[config.mk]
export PLATFORM = sky130hd
export DESIGN_NAME = mapper_mem_req
export DESIGN_NICKNAME = d
export VERILOG_FILES = /design/src/rtl/mapper_mem_req.sv
export SDC_FILE = /design/constraint.sdc
export NUM_CORES = 1
export LEC_CHECK = 0
export CAP_MARGIN = 20
export CORE_MARGIN = 3
export CORE_UTILIZATION = 29
export CTS_CLUSTER_DIAMETER = 200
export DETAILED_ROUTE_END_ITERATION = 6
export PLACE_DENSITY_LB_ADDON = 0.1
export SLEW_MARGIN = 40
export SYNTH_ARGS = -nofsm -noshare
export SYNTH_HDL_FRONTEND = slang
export SYNTH_SLANG_ARGS = --single-unit
[constraint.sdc]
create_clock -name clk -period 1.8 [get_ports clk]
set_input_delay 0.27 -clock clk [delete_from_list [all_inputs] [get_ports clk]]
set_output_delay 0.27 -clock clk [all_outputs]
set_load 0.01 [all_outputs]
[src/rtl/mapper_mem_req.sv]
// mapper_mem_req: registered memory-request stage behind every mapper.
// Each rising edge of acc_valid starts exactly one CPU memory cycle. When the
// mapper selects memory, the cycle becomes one arbiter request, and the Z80 is
// held in WAIT until mem_ack arrives. Unmapped cycles read as 0xFF and never
// reach memory.
// Optional feature: define MAPPER_REQ_TIMEOUT_EN to add a request watchdog.
// The watchdog drops a stalled request after TIMEOUT_CYCLES cycles in REQ and
// sets the sticky err_timeout flag. Without the macro, err_timeout is tied to 0.

module mapper_mem_req #(
    parameter int unsigned ADDR_WIDTH     = 27,
    parameter int unsigned TIMEOUT_CYCLES = 1024
) (
    input  logic                  clk,
    input  logic                  reset_n,
    input  logic                  acc_valid,
    input  logic                  map_ram_cs,
    input  logic [ADDR_WIDTH-1:0] map_addr,
    input  logic                  map_rnw,
    input  logic [7:0]            map_data,
    output logic                  mem_req,
    output logic [ADDR_WIDTH-1:0] mem_addr,
    output logic                  mem_we,
    output logic [7:0]            mem_din,
    input  logic                  mem_ack,
    input  logic [7:0]            mem_dout,
    output logic                  cpu_wait_n,
    output logic [7:0]            cpu_rdata,
    output logic                  err_timeout
);

    localparam logic [1:0] StIdle = 2'd0;
    localparam logic [1:0] StReq  = 2'd1;
    localparam logic [1:0] StDone = 2'd2;

    logic [1:0]            state_q, state_d;
    logic                  acc_prev_q;
    logic                  mem_req_q, mem_req_d;
    logic [ADDR_WIDTH-1:0] mem_addr_q, mem_addr_d;
    logic                  mem_we_q, mem_we_d;
    logic [7:0]            mem_din_q, mem_din_d;
    logic [7:0]            cpu_rdata_q, cpu_rdata_d;
    logic                  start;

`ifdef MAPPER_REQ_TIMEOUT_EN
    localparam int unsigned CntWidth = $clog2(TIMEOUT_CYCLES);
    localparam logic [CntWidth-1:0] CntLast = CntWidth'(TIMEOUT_CYCLES - 1);

    logic [CntWidth-1:0] tmo_cnt_q, tmo_cnt_d;
    logic                err_q, err_d;
`endif

    // A new CPU cycle is only the rising edge; a held level never re-triggers.
    assign start = acc_valid & ~acc_prev_q;

    // Next-state decode for the request FSM and the latched request fields.
    always_comb begin
        state_d     = state_q;
        mem_req_d   = mem_req_q;
        mem_addr_d  = mem_addr_q;
        mem_we_d    = mem_we_q;
        mem_din_d   = mem_din_q;
        cpu_rdata_d = cpu_rdata_q;
`ifdef MAPPER_REQ_TIMEOUT_EN
        tmo_cnt_d   = tmo_cnt_q;
        err_d       = err_q;
`endif
        case (state_q)
            StIdle: begin
                if (start) begin
                    if (map_ram_cs) begin
                        mem_addr_d = map_addr;
                        mem_we_d   = ~map_rnw;
                        mem_din_d  = map_data;
                        mem_req_d  = 1'b1;
                        state_d    = StReq;
`ifdef MAPPER_REQ_TIMEOUT_EN
                        tmo_cnt_d  = '0;
`endif
                    end else begin
                        cpu_rdata_d = 8'hFF;
                        state_d     = StDone;
                    end
                end
            end
            StReq: begin
                if (mem_ack) begin
                    mem_req_d = 1'b0;
                    if (!mem_we_q) begin
                        cpu_rdata_d = mem_dout;
                    end
                    // A cycle the CPU already abandoned goes straight back to idle.
                    state_d = acc_valid ? StDone : StIdle;
                end
`ifdef MAPPER_REQ_TIMEOUT_EN
                else if (tmo_cnt_q == CntLast) begin
                    mem_req_d = 1'b0;
                    if (!mem_we_q) begin
                        cpu_rdata_d = 8'hFF;
                    end
                    err_d   = 1'b1;
                    state_d = acc_valid ? StDone : StIdle;
                end else begin
                    tmo_cnt_d = tmo_cnt_q + CntWidth'(1);
                end
`endif
            end
            StDone: begin
                if (!acc_valid) begin
                    state_d = StIdle;
                end
            end
            default: begin
                state_d   = StIdle;
                mem_req_d = 1'b0;
            end
        endcase
    end

    // State and latched request registers with synchronous active-low reset.
    always_ff @(posedge clk) begin
        if (!reset_n) begin
            state_q     <= StIdle;
            acc_prev_q  <= 1'b0;
            mem_req_q   <= 1'b0;
            mem_addr_q  <= '0;
            mem_we_q    <= 1'b0;
            mem_din_q   <= 8'h00;
            cpu_rdata_q <= 8'hFF;
        end else begin
            state_q     <= state_d;
            acc_prev_q  <= acc_valid;
            mem_req_q   <= mem_req_d;
            mem_addr_q  <= mem_addr_d;
            mem_we_q    <= mem_we_d;
            mem_din_q   <= mem_din_d;
            cpu_rdata_q <= cpu_rdata_d;
        end
    end

`ifdef MAPPER_REQ_TIMEOUT_EN
    // Watchdog counter and sticky timeout flag.
    always_ff @(posedge clk) begin
        if (!reset_n) begin
            tmo_cnt_q <= '0;
            err_q     <= 1'b0;
        end else begin
            tmo_cnt_q <= tmo_cnt_d;
            err_q     <= err_d;
        end
    end

    assign err_timeout = err_q;
`else
    assign err_timeout = 1'b0;
`endif

    // WAIT asserts in the start cycle itself so the CPU never samples stale data.
    always_comb begin
        cpu_wait_n = 1'b1;
        if (reset_n) begin
            if ((state_q == StReq) || ((state_q == StIdle) && start && map_ram_cs)) begin
                cpu_wait_n = 1'b0;
            end
        end
    end

    assign mem_req   = mem_req_q;
    assign mem_addr  = mem_addr_q;
    assign mem_we    = mem_we_q;
    assign mem_din   = mem_din_q;
    assign cpu_rdata = cpu_rdata_q;

endmodule

==> run_results.csv, run 1 <==
group,metric,value,unit
placement,place.gp.congestion,0.741,
critical_path,start_kind,"input port",
grt,grt_max_degree,37,
clock_tree,cts_buffers,5,
power,power_leakage,1.14,nW
routing,ant_nets,0,
power,power_density,724,mW/mm^2
floorplanning,dieArea,0.00760,sq mm
grt,grt_pass1_wl,9.00,mm
clock_tree,cts_root_buf,"clkbuf_8",
sta,hold_slack,0.476,ns
logic_synthesis,yosys_warnings,0,
grt,grt.met2_usage,24.2,%
finish,diodes,0,
clock_tree,h-tree-depth,2,
critical_path,worst_ep_required_time,2.02,ns
logic_synthesis,synth_top_cell_by_area,"dfxtp_1",
routing,first_pass_iters,4,
grt,antenna_found_initial,0,
critical_path,critPathBufInv,2,
placement,hpwl,3.87,mm
routing,wl_per_cell,14.2,microns
grt,grt_pass1_vias,1867,
sta,min_period,1.74,ns
logic_synthesis,synthArstFlopShare,0,%
clock_tree,cts.path.max_buffers,2,
floorplanning,io-pin-count,96,
clock_tree,cts_sinks,48,
sta,finalMaxSlewViolations,0,
critical_path,critPathArrivalTime,1.95,ns
critical_path,crit_family,"buffers and inverters",
floorplanning,die_height,87.2,microns
run,maxCapViolCount,0,
routing,finalWirelength,5.63,mm
floorplanning,num_rows,28,
clock_tree,cts.hold.buffers_added,0,
routing,drt_iter0_drc,92,
logic_synthesis,yosys.cell_types.count,24,
sta,setup_viol,0,
logic_synthesis,yosysTopAreaCellShare,50.3,%
critical_path,cp_cell_sequence,"clkdlybuf4s50_1 > or3b_4 > buf_4 > a211o_4 > mux2i_1",
grt,grt_overflow,0,
sta,hold_viol,0,
logic_synthesis,yosysSeqAreaShare,50.3,%
critical_path,cp-end-kind,"flop",
status,status,"completed",
sta,rsz0062_at_grt,"false",
placement,dpl_cell_area,0.00300,sq mm
clock_tree,clkTransAtPathRegs,0.08,ns
routing,dr_total_vias,1957,
sta,fmax,576,MHz
routing,viasPerCell,4.93,
finish,final_nets,370,
critical_path,slowest_delay,0.47,ns
logic_synthesis,synth_ff_type,"dfxtp_1",
grt,top_usage_layer,"met2",
logic_synthesis,syn_inst,225,
grt,track_usage,15.0,%
clock_tree,cts_tree,"built",
logic_synthesis,ys_ff_latch,48,
finish,syn2layout_area_growth,62.2,%
sta,min_period_over_period,96.4,%
critical_path,cp_slowest_cell,"clkdlybuf4s50_1",
floorplanning,start_util,31.0,%
sta,fin_skew,0.00521,ns
floorplanning,die_w,87.2,microns
logic_synthesis,avgSynthCellArea,8.50,sq um
clock_tree,insertion_delay,0.29,ns
placement,io_buffers,94,
logic_synthesis,netlist_top_cells_area,"dfxtp_1, a21oi_1, o21ai_0",
power,vdd_drop_max,0.449,mV
min_path,hp-class,"flop to flop",
finish,drive_gt1_share,9.63,%
grt,grtUsageMet1,19.4,%
grt,met3_usage,4.16,%
critical_path,worstSetupPathType,"input port to flop",
logic_synthesis,syn_nets,274,
finish,final_cell_area,0.00310,sq mm
floorplanning,core,0.00617,sq mm
critical_path,cp_max_fo,18,
routing,drc,0,
logic_synthesis,netlist_area,0.00191,sq mm
logic_synthesis,synth_edf_count,0,
-- logic make-up after synthesis --
family | share of synthesized area (%)
compound gates | 22.3
buf+inv | 5.82
other cells | 0.196
flops | 50.3
simple gates | 16.6
mux | 4.78
-- layout make-up --
cell class | count | area [sq um]
fillers | 596 | 3060
repair buffers | 111 | 1090
flip-flops and latches | 48 | 961
multi-input cells | 154 | 865
well taps | 75 | 93.8
clock buffers | 8 | 90.1
inverters | 1 | 3.75
-- report_power, final --
group / internal [mW] / switching, mW / total, mW
registers: 1.11 / 0.0222 / 1.13
clock network: 0.314 / 0.335 / 0.649
logic: 0.258 / 0.210 / 0.468
-- synthesized netlist by cell type (2+ instances only) --
| cell type | count |
|---|---|
| a211oi_1 | 2 |
| buf_6 | 2 |
| a21oi_1 | 38 |
| nand2b_1 | 2 |
| nand3_1 | 35 |
| mux2i_1 | 8 |
| clkbuf_1 | 14 |
| o21ai_0 | 37 |
| nor2_1 | 18 |
| nor2b_1 | 3 |
| and2_1 | 2 |
| dfxtp_1 | 48 |
| buf_2 | 5 |
-- per-layer routing --
layer	part of all wire, %	routed length (microns)
met1	46	2610
met2	45	2520
met3	7.9	445
met4	0.91	51
met5	0	0
-- cell usage in the layout (no fill, tap or decap), drive strengths merged --
cell           instances
a2111oi                1
a211o                  1
a211oi                 2
a21oi                 38
and2                   2
buf                   18
clkbuf                 8
clkdlybuf4s50         93
conb                   1
dfxtp                 48
inv                    1
mux2                   1
mux2i                  8
nand2b                 2
nand3                 35
nand3b                 1
nor2                  18
nor2b                  3
nor3b                  1
o211a                  1
o21a                   1
o21ai                 37
or3b                   1
-- flip-flops by register name (all words and copies together), names as in the netlist --
register / count
mem_addr: 27
cpu_rdata: 8
mem_din: 8
state_q: 2
acc_prev_q: 1
mem_req: 1
mem_we: 1
-- through the flow --
stage | cells | utilization, % | setup WS [ns] | total power [mW] | setup TNS, ns
6_report | 397 | 50.3 | 0.0641 | 2.25 | 0
5_1_grt | 397 | 50.3 | 0.0167 | 2.37 | 0
4_1_cts | 397 | 50.2 | 0.0363 | 2.28 | 0
3_5_place_dp | 389 | 48.7 | -0.334 | 1.62 | -5.52
3_3_place_gp | 389 | 48.7 | -0.300 | 1.62 | -4.67
2_1_floorplan | 225 | - | 0.264 | 1.35 | 0
-- timing repair --
| item | 4_1_cts | 5_1_grt |
|---|---|---|
| resized for setup | 7 | 1 |
| gates cloned | 0 | 0 |
| setup buffers | 0 | 0 |
| setup endpoints to repair | 1 | 2 |
-- tightest hold or removal path: cells and delay by family, from the launching register on --
family             cells  cell delay, ns
DFF                    1            0.31
AOI/OAI and AO/OA      2            0.12
-- worst paths after layout --
check                    start           end  slack (ns)  cells after the start
setup reg to reg    acc_prev_q  cpu_rdata[0]        0.18                      4
hold reg to reg   mem_addr[13]  mem_addr[13]        0.48                      2
setup / recovery     acc_valid  cpu_rdata[0]        0.06                      5
hold / removal    mem_addr[13]  mem_addr[13]        0.48                      2
Power figures use the tool's default switching activity.
==> run 2: changes to the inputs <==
- CORE_ASPECT_RATIO: unset -> 1.75
- REMOVE_ABC_BUFFERS: unset -> 1
- clock period: 1.8 -> 1.9 ns (I/O delays scaled with it)
==> run 2 against run 1 <==
Against the previous run: via count down 1.8%; non-clock buffer count down 3; setup slack better by 0.038 ns; clock skew about the same; global-route usage about the same; critical path depth unchanged; utilization down 0.76 points; sequential share of layout area down 0.075 points; clock power up 22%; total power up 2.0%; critical path type unchanged; highest routed layer unchanged.
==> run_results.csv, run 2 (same netlist as run 1, synthesis figures left out) <==
group,metric,value,unit
critical_path,critPathBufInv,2,
routing,first_pass_iters,4,
routing,wl_per_cell,13.8,microns
status,status,"completed",
floorplanning,core,0.00628,sq mm
routing,viasPerCell,4.81,
routing,drc,0,
power,vdd_drop_max,0.490,mV
finish,final_common_cell,"clkdlybuf4s50_1",
power,power.total,2.29,mW
critical_path,worst_ep_required_time,2.08,ns
sta,finalSetupTns,0,ns
critical_path,cp-end-kind,"flop",
placement,pre_cts_ws,-0.278,ns
clock_tree,cts.hold.buffers_added,0,
floorplanning,num_rows,38,
clock_tree,cts_buffers,5,
placement,io_buffers,94,
placement,place.gp.congestion,0.770,
finish,largest_register_ff_count,27,
sta,worst_slack,0.102,ns
placement,hpwl,3.87,mm
grt,grt_pass1_vias,1876,
critical_path,slowest_delay,0.47,ns
floorplanning,start_util,30.5,%
sta,hold_viol,0,
finish,final_nets,367,
finish,diodes,0,
sta,fin_skew,0.00544,ns
sta,min_period,1.80,ns
sta,rsz0062_at_grt,"false",
critical_path,cp_max_fo,38,
routing,drt_iter0_drc,98,
grt,grt_max_degree,39,
finish,final_util,49.5,%
sta,setup_viol,0,
grt,track_usage,15.0,%
critical_path,cp_slowest_cell,"clkdlybuf4s50_1",
run,maxCapViolCount,0,
floorplanning,io-pin-count,96,
finish,layout_common_cells,"clkdlybuf4s50_1, dfxtp_1, a21oi_1",
critical_path,critPathArrivalTime,1.98,ns
floorplanning,die_w,67.4,microns
min_path,hp-class,"flop to flop",
floorplanning,dieArea,0.00764,sq mm
routing,ant_nets,0,
finish,drive_gt1_share,9.40,%
clock_tree,cts.path.max_buffers,2,
grt,grt_overflow,0,
critical_path,start_kind,"input port",
power,power_density,737,mW/mm^2
grt,antenna_found_initial,0,
power,power_leakage,1.14,nW
clock_tree,clkTransAtPathRegs,0.08,ns
sta,min_period_over_period,94.6,%
finish,final.fill_count,661,
critical_path,worstSetupPathType,"input port to flop",
grt,grt_pass1_wl,8.93,mm
clock_tree,cts_tree,"built",
finish,syn2layout_area_growth,62.6,%
critical_path,cp_cell_sequence,"clkdlybuf4s50_1 > or3b_4 > buf_4 > a211o_2 > mux2i_1",
routing,dr_total_vias,1921,
critical_path,crit_family,"buffers and inverters",
sta,fmax,556,MHz
routing,finalWirelength,5.52,mm
clock_tree,insertion_delay,0.29,ns
clock_tree,cts_root_buf,"clkbuf_8",
sta,finalMaxSlewViolations,0,
sta,hold_slack,0.476,ns
clock_tree,cts_sinks,48,
clock_tree,h-tree-depth,2,
floorplanning,die_height,113,microns
[run 2: power by group]
| group | total (mW) | leakage [nW] | switching [mW] | internal, mW |
|---|---|---|---|---|
| clock network | 0.793 | 0.0645 | 0.329 | 0.464 |
| registers | 1.07 | 0.391 | 0.0227 | 1.05 |
| logic | 0.427 | 0.687 | 0.191 | 0.237 |
| total | 2.29 | 1.14 | 0.542 | 1.75 |
[run 2: cell type report]
| class | instances | area (sq um) | area share, % |
|---|---|---|---|
| multi-input cells | 154 | 852 | 27.4 |
| clock buffers | 7 | 96.3 | 3.10 |
| repair buffers | 108 | 1070 | 34.3 |
| clock inverters | 1 | 30.0 | 0.966 |
| flip-flops and latches | 48 | 961 | 30.9 |
| inverters | 1 | 3.75 | 0.121 |
| well taps | 80 | 100 | 3.22 |
[run 2: final timing paths]
path,cells after the start,to,from,slack [ns]
worst max-delay path,5,cpu_rdata[7],acc_valid,0.10
worst min register to register,2,mem_addr[18],mem_addr[18],0.48
worst max register to register,4,cpu_rdata[7],acc_prev_q,0.22
worst min-delay path,2,mem_addr[18],mem_addr[18],0.48
[run 2: tightest hold or removal path, delay by kind of cell (launching register included)]
family / cells / cell delay (ns)
AOI/OAI and AO/OA: 2 / 0.12
DFF: 1 / 0.31
[run 2: what timing repair did]
item                                    CTS  global route
resized for setup                         3             3
cloned                                    0             0
endpoints found under the setup margin    1             9
buffers inserted                          0             0
endpoints found under the hold margin     0             0
[run 2: metal layers]
metal  vias to the layer above  global-route usage [%]  routed length (microns)  part of all wire, %
li1                        971                       -                        -                    -
met1                       883                    17.1                     2170                   39
met2                        59                    26.0                     2860                   52
met3                         8                    4.24                      391                  7.1
met4                         0                    5.01                       97                  1.8
met5                         -                       0                        0                    0
[run 2: metrics by stage]
step                cell area [sq um]  std cells
global placement                 2980        391
finish                           3110        399
detailed placement               2980        391
CTS                              3110        399
global route                     3110        399
floorplan                        1800        203
